## config.mk

```make
export PLATFORM = sky130hd
export DESIGN_NAME = regfile_wport_arbiter
export DESIGN_NICKNAME = d
export VERILOG_FILES = /design/src/rtl/regfile_wport_arbiter.sv
export SDC_FILE = /design/constraint.sdc
export NUM_CORES = 1
export LEC_CHECK = 0
export ABC_CLOCK_PERIOD_IN_PS = 1600
export CAP_MARGIN = 20
export CORE_ASPECT_RATIO = 1.75
export CORE_UTILIZATION = 30
export CTS_CLUSTER_DIAMETER = 80
export CTS_CLUSTER_SIZE = 40
export DETAILED_ROUTE_END_ITERATION = 12
export PLACE_DENSITY = 0.66
export SLEW_MARGIN = 40
export SYNTH_ARGS = -nofsm -noshare
export SYNTH_HDL_FRONTEND = slang
export SYNTH_SLANG_ARGS = --single-unit
```

## constraint.sdc

```tcl
create_clock -name i_clk -period 1.6 [get_ports i_clk]
set_input_delay 0.32 -clock i_clk [delete_from_list [all_inputs] [get_ports i_clk]]
set_output_delay 0.32 -clock i_clk [all_outputs]
set_load 0.02 [all_outputs]
```

## src/rtl/regfile_wport_arbiter.sv

```systemverilog
// Register-file write-port arbiter: WB has fixed priority, a starved debug write forces a one-cycle stall.
// Optional build macro ARB_STATS_EN adds o_stall_count, a saturating count of forced stalls.
module regfile_wport_arbiter #(
    parameter int DATA_WIDTH   = 32,
    parameter int ADDR_WIDTH   = 5,
    parameter int STARVE_LIMIT = 8,
    parameter int CNT_WIDTH    = 4
) (
    input  logic                  i_clk,
    input  logic                  i_reset,
    input  logic                  i_wb_regwrite,
    input  logic [ADDR_WIDTH-1:0] i_wb_addr,
    input  logic [DATA_WIDTH-1:0] i_wb_data,
    input  logic                  i_dbg_req,
    input  logic [ADDR_WIDTH-1:0] i_dbg_addr,
    input  logic [DATA_WIDTH-1:0] i_dbg_data,
    output logic                  o_dbg_ack,
    output logic                  o_stall,
    output logic                  o_rf_we,
    output logic [ADDR_WIDTH-1:0] o_rf_addr,
`ifdef ARB_STATS_EN
    output logic [15:0]           o_stall_count,
`endif
    output logic [DATA_WIDTH-1:0] o_rf_data
);

    localparam logic [1:0] S_PIPE  = 2'd0;
    localparam logic [1:0] S_WAIT  = 2'd1;
    localparam logic [1:0] S_STALL = 2'd2;

    localparam logic [CNT_WIDTH-1:0] CNT_MAX = '1;
    localparam logic [CNT_WIDTH-1:0] LIMIT   = CNT_WIDTH'(STARVE_LIMIT);

    if (STARVE_LIMIT < 1 || STARVE_LIMIT > (2**CNT_WIDTH) - 1) begin : g_bad_limit
        $error("STARVE_LIMIT out of range for CNT_WIDTH");
    end

    logic [1:0]                r_state;
    logic [CNT_WIDTH-1:0]      r_cnt;
    logic                      r_stall;
    logic                      r_dbg_ack;
    logic                      r_rf_we;
    logic [ADDR_WIDTH-1:0]     r_rf_addr;
    logic [DATA_WIDTH-1:0]     r_rf_data;

    logic                      w_dbg_req;
    logic                      w_wb_we;
    logic                      w_dbg_we;
    logic [CNT_WIDTH-1:0]      w_cnt_next;
    logic                      w_starved;

    // The ack cycle doubles as the cooldown: a request still high while ack is visible is ignored.
    assign w_dbg_req  = i_dbg_req && !r_dbg_ack;
    assign w_wb_we    = i_wb_regwrite && (i_wb_addr != '0);
    assign w_dbg_we   = (i_dbg_addr != '0);
    assign w_cnt_next = (r_cnt == CNT_MAX) ? r_cnt : r_cnt + 1'b1;
    assign w_starved  = (w_cnt_next >= LIMIT);

    // NOTE: all state uses non-blocking assignments so every branch reads pre-edge values.
    always_ff @(posedge i_clk) begin
        if (i_reset) begin
            r_state   <= S_PIPE;
            r_cnt     <= '0;
            r_stall   <= 1'b0;
            r_dbg_ack <= 1'b0;
            r_rf_we   <= 1'b0;
            r_rf_addr <= '0;
            r_rf_data <= '0;
        end else begin
            r_rf_we   <= 1'b0;
            r_dbg_ack <= 1'b0;
            case (r_state)
                S_PIPE: begin
                    if (i_wb_regwrite) begin
                        r_rf_we   <= w_wb_we;
                        r_rf_addr <= i_wb_addr;
                        r_rf_data <= i_wb_data;
                        if (w_dbg_req) begin
                            r_cnt   <= {{(CNT_WIDTH-1){1'b0}}, 1'b1};
                            r_state <= S_WAIT;
                        end
                    end else if (w_dbg_req) begin
                        r_rf_we   <= w_dbg_we;
                        r_rf_addr <= i_dbg_addr;
                        r_rf_data <= i_dbg_data;
                        r_dbg_ack <= 1'b1;
                    end
                end
                S_WAIT: begin
                    if (i_wb_regwrite) begin
                        r_rf_we   <= w_wb_we;
                        r_rf_addr <= i_wb_addr;
                        r_rf_data <= i_wb_data;
                        r_cnt     <= w_cnt_next;
                        if (w_starved) begin
                            r_stall <= 1'b1;
                            r_state <= S_STALL;
                        end
                    end else begin
                        r_rf_we   <= w_dbg_we;
                        r_rf_addr <= i_dbg_addr;
                        r_rf_data <= i_dbg_data;
                        r_dbg_ack <= 1'b1;
                        r_cnt     <= '0;
                        r_state   <= S_PIPE;
                    end
                end
                S_STALL: begin
                    // Pipeline is frozen, so WB is ignored; it re-presents its write afterwards.
                    r_rf_we   <= w_dbg_we;
                    r_rf_addr <= i_dbg_addr;
                    r_rf_data <= i_dbg_data;
                    r_dbg_ack <= 1'b1;
                    r_cnt     <= '0;
                    r_stall   <= 1'b0;
                    r_state   <= S_PIPE;
                end
                default: begin
                    r_cnt   <= '0;
                    r_stall <= 1'b0;
                    r_state <= S_PIPE;
                end
            endcase
        end
    end

`ifdef ARB_STATS_EN
    logic [15:0] r_stall_count;

    always_ff @(posedge i_clk) begin
        if (i_reset) begin
            r_stall_count <= '0;
        end else if (r_state == S_WAIT && i_wb_regwrite && w_starved
                     && r_stall_count != 16'hFFFF) begin
            r_stall_count <= r_stall_count + 16'd1;
        end
    end

    assign o_stall_count = r_stall_count;
`endif

    assign o_dbg_ack = r_dbg_ack;
    assign o_stall   = r_stall;
    assign o_rf_we   = r_rf_we;
    assign o_rf_addr = r_rf_addr;
    assign o_rf_data = r_rf_data;

endmodule

```

; ---- After elaboration in Yosys (flattened, before gate mapping)
; Cells that the tools add are included.
[word_totals]
wordCells = 59
register_bits = 46
out_inout_bits = 40
in_bits = 78
[op_classes]
muxes = 29
magnitude_cmp = 1
reduce_logical = 11
n_eq_ne = 9
bitwise = 1
add_sub_neg = 1
[ops]
columns = operator, n
row1 = $mux W32, 3
row2 = $pmux W32 S3, 1
row3 = $mux W4, 4
row4 = $mux W5, 3
row5 = $pmux W5 S3, 1
row6 = $reduce_bool A5 Y1, 2
row7 = $mux W1, 8
row8 = $mux W2, 4
row9 = $ne A2 B2 Y1 const B, 4
row10 = $pmux W4 S2, 1
row11 = $ne A3 B3 Y1 const B, 2
row12 = $pmux W1 S3, 2
row13 = $reduce_and A3 Y1, 2
row14 = $add A4 B1 Y4 const B, 1
row15 = $eq A4 B4 Y1 const B, 1
row16 = $ge A4 B4 Y1 const B, 1
row17 = $pmux W2 S2, 1
row18 = $reduce_and A2 Y1, 2
row19 = $reduce_bool A3 Y1, 1
row20 = $eq A2 B1 Y1 const B, 1
row21 = $eq A2 B2 Y1 const B, 1
row22 = $logic_and A1 B1 Y1, 2
row23 = $logic_not A2 Y1, 1
row24 = $pmux W1 S2, 1
row25 = other kinds (2), 2

; ---- Longest topological paths before layout
[depth]
word_depth = 6
ltp_mapped = 9
ltp_nobuf = 6

; ---- Worst setup path after synthesis
; Ideal clock, no wire load.
[synth_path]
path_kind = reg2reg
start = register r_state[0]
end = register r_rf_data[2] (netlist: o_rf_data[2])
t_required_ps = 1454
slack_ps = 51
t_arrival_ps = 1403
setup_ps = 146
path_stages_with_launch = 7
period_less_slack_ps = 1549
cell_sequence = dfxtp_1 inv_1 ha_1 nor2_8 buf_8 mux2i_1 a211oi_2
[synth_via]
elab_chain_cells = 3
elab_cells_between_ends = 7
cone_classes = 3 x eq/ne / 1 x mux / 3 x reduce/logical
[synth_lines]
columns = item, line
row1 = from (decl), 38  ; logic [1:0] r_state;
row2 = from (signal assigned), 62  ; r_state <= S_PIPE;
row3 = from (signal assigned), 80  ; r_state <= S_WAIT;
row4 = from (signal assigned), 97  ; r_state <= S_STALL;
row5 = "$eq A2 B1 Y1, or another cell as far along", 72  ; case (r_state)
row6 = $reduce_bool A3 Y1 (no source line) or $ne A3 B3 Y1 (tied branches), -
row7 = $reduce_and A2 Y1 (no source line), -
row8 = to (signal assigned), 77  ; r_rf_data <= i_wb_data;
row9 = to (signal assigned), 85  ; r_rf_data <= i_dbg_data;
row10 = to (signal assigned), 93  ; r_rf_data <= i_wb_data;
row11 = to (decl), 44  ; logic [DATA_WIDTH-1:0] r_rf_data;
; Parallel ways exist; a longest one is shown, timed or not.
; A chain may end at the register's enable or synchronous reset.

; ---- Worst setup path in the final report
[layout_path]
start = register r_rf_data[3] (netlist: o_rf_data[3])
end = output port o_rf_data[3]
[layout_rtl]
columns = item, line
row1 = to (decl), 24  ; output logic [DATA_WIDTH-1:0] o_rf_data
; No word-level cell between the ends.

==> results.toml <==
[run_status]
status = "finished clean"

[routing]
drtPass1Iterations = 4
wl_met2_mm = 4.328
top_layer = "met4"
vias = 2281
met1_length_mm = 2.652
via_per_inst = 4.884
wl_met3_um = 255
drt_iter0_markers = 75
drc = 0
routedWlPerCell_um = 15.87
drt-total-wl_mm = 7.412
ant_nets = 0

[timing]
skew_ns = 0.001553
min_period_ns = 1.565
worstMarginPinSlew_ns = 0.2834
setup_viol = 0
finalCritPeriodShare_pct = 97.83
hold_viol = 0
clock.fmax_ghz = 0.6389
drv_slew = 0
worst_hold_slack_ns = 0.3881
relSlewSlack_pct = 81.08
rsz0062_at_grt = "yes"

[layout]
final-instance-count-excl-fill = 467
final_nets = 461
area_growth_pct = 75.13
final_cell_area_mm2 = 0.004185
drive_gt1_share_pct = 24.54
layout_commonest_cell = "clkdlybuf4s50_1"
final_cell_mix = "103 x clkdlybuf4s50_1, 44 x nor2_1, 44 x dfxtp_1"
diodes = 0

[synth]
yosysTopAreaCell = "dfxtp_1"
synth_top_area_share_pct = 38.53
ys_ff_latch = 46
syn_nets = 319
ys_seq_area_share_pct = 38.53
avgSynthCellArea_um2 = 10.13
yosysUniqueCellTypes = 34
ys_warn_count = 0
synth_area_mm2 = 0.002390
synth_area_leaders = "dfxtp_1 39%, mux2i_1 16%, a211oi_2 16%, nor2_1 7.1%, a211oi_1 2.8%"
synthCells = 236

[power_and_ir_drop]
power.leakage_nw = 1.824
p_per_area_mw_per_mm2 = 1246
ir_worst_vdd_mv = 0.4790

[floorplanning]
die_y_um = 120.1
die_w_um = 69.47
io_pins = 118
rows = 42
initial_core_util_pct = 31.36
die-area_mm2 = 0.008341
core-area_mm2 = 0.007620

[clock_tree]
h-tree-depth = 2
hold_buffers = 0
cts-root-buf = "clkbuf_16"
clkSlewWorstSetupHoldPaths_ns = 0.06
cts_tree = "yes"
cts_buffer_depth = 2
clk_latency_ns = 0.28
clock_sinks = 46
numCtsBuffers = 5

[worst_setup_path]
cp.depth = 1
arrival_ns = 1.25
r2r-start = "r_state[1]$_SDFFE_PP0P_"
required_ns = 1.28
worst_r2r_endpoint = "o_rf_data[31]$_SDFFE_PP0P_"
path_class = "reg2out"
path_max_fanout = 2
r2r_slack_ns = 0.06
crit_chain = "clkdlybuf4s50_1"
cp_num_buf_inv = 1
slowest_stage = "clkdlybuf4s50_1"
start_kind = "flop"
worstSetupEndpointType = "output pin"
max_stage_delay_ns = 0.64
r2r.worst_path.cells = 8
cp_top_family = "buffers and inverters"

[grt]
grt_usage_pct = 16.60
grt_pass1_wl_mm = 10.81
antenna_found_initial = 0
grt_pass1_vias = 2258
overflow = 0
grt_max_degree = 55

[placed_design]
port_buffers = 117
dpl-instance-area_mm2 = 0.003810
placed_cells = 453
hpwlAfterDp_mm = 5.407
place_congestion = 0.8192

[min_path]
hp-start = "i_reset"
hold_path_end = "r_cnt[3]$_SDFFE_PP0P_"
hold_path_class = "in2reg"
hold_depth = 2

[run]
max_cap_violations = 0
flip-flops by register name, indices dropped and copies added (netlist names):
name and count:
o_rf_data 32, o_rf_addr 5, r_cnt 4, r_state 2
o_dbg_ack 1, o_rf_we 1, o_stall 1
cells by family after synthesis:
kind of cell	count (synthesis)	share of synthesized area, %
AOI/OAI and AO/OA	59	23.61
muxes	39	16.39
buffers and inverters	21	6.178
and+or+nand+nor	66	12.67
adders and majority gates	5	2.618
DFF	46	38.53
synthesized netlist by cell type, drive strengths merged:
library cell,count
nand2b,5
or3b,1
or4,1
nand2,3
or3,1
o21ai,6
nor2b,1
clkbuf,5
a31oi,2
mux2,1
mux2i,38
and3,2
o21a,1
buf,12
a211oi,39
dfxtp,46
ha,5
nand3,3
o311ai,1
nor3,3
a21oi,9
nor2,46
inv,4
a22oi,1
worst max path at each step:
stage | start | end | slack [ns]
4_1_cts | i_wb_regwrite | o_rf_data[16]$_SDFFE_PP0P_ | 0.002
3_5_place_dp | i_wb_regwrite | o_rf_data[16]$_SDFFE_PP0P_ | -0.30
5_1_grt | r_state[1]$_SDFFE_PP0P_ | o_rf_data[9]$_SDFFE_PP0P_ | -0.02
2_1_floorplan | r_state[0]$_SDFFE_PP0P_ | o_rf_data[2]$_SDFFE_PP0P_ | 0.05
6_report | o_rf_data[3]$_SDFFE_PP0P_ | o_rf_data[3] | 0.03
3_3_place_gp | i_wb_regwrite | o_rf_data[3]$_SDFFE_PP0P_ | -0.28
timing repair:
item | 4_1_cts | 5_1_grt
buffers inserted | 0 | 2
gates resized for setup | 0 | 36
endpoints found under the setup margin | 0 | 49
cell type report:
type	count	area [um^2]
fillers	661	3435
multi-input cells	169	1398
flip-flops and latches	46	923.4
clock inverters	1	5.005
inverters	4	15.01
clock buffers	7	142.6
well taps	88	110.1
repair buffers	152	1592
worst reg2reg max path: stages (launching register included):
cell and delay (ns):
dfxtp_2 0.35, inv_2 0.05, ha_4 0.26, nor2_4 0.04, a31oi_4 0.21, buf_12 0.17
buf_4 0.12, buf_12 0.15, a211oi_1 0.08
routing by layer:
metal | up-vias | global-route usage (%)
met1 | 1075 | 15.49
met2 | 56 | 33.86
met3 | 10 | 2.435
met5 | - | 0
met4 | 0 | 7.781
li1 | 1140 | -
power breakdown:
group          switching [mW]  internal (mW)  total [mW]
registers               0.128           1.41        1.53
clock network           0.413          0.619        1.03
logic                    1.27           1.38        2.65
per-stage QoR:
stage	power (mW)	utilization [%]	setup TNS, ns	setup WS (ns)
6_report	5.214	54.93	0	0.03474
5_1_grt	5.493	54.93	-0.07118	-0.02359
4_1_cts	4.901	51.94	0	0.002292
3_5_place_dp	3.852	50.00	-11.05	-0.2976
3_3_place_gp	3.794	50.00	-9.892	-0.2834
2_1_floorplan	2.801	-	0	0.05056
Power figures use the tool's default switching activity.
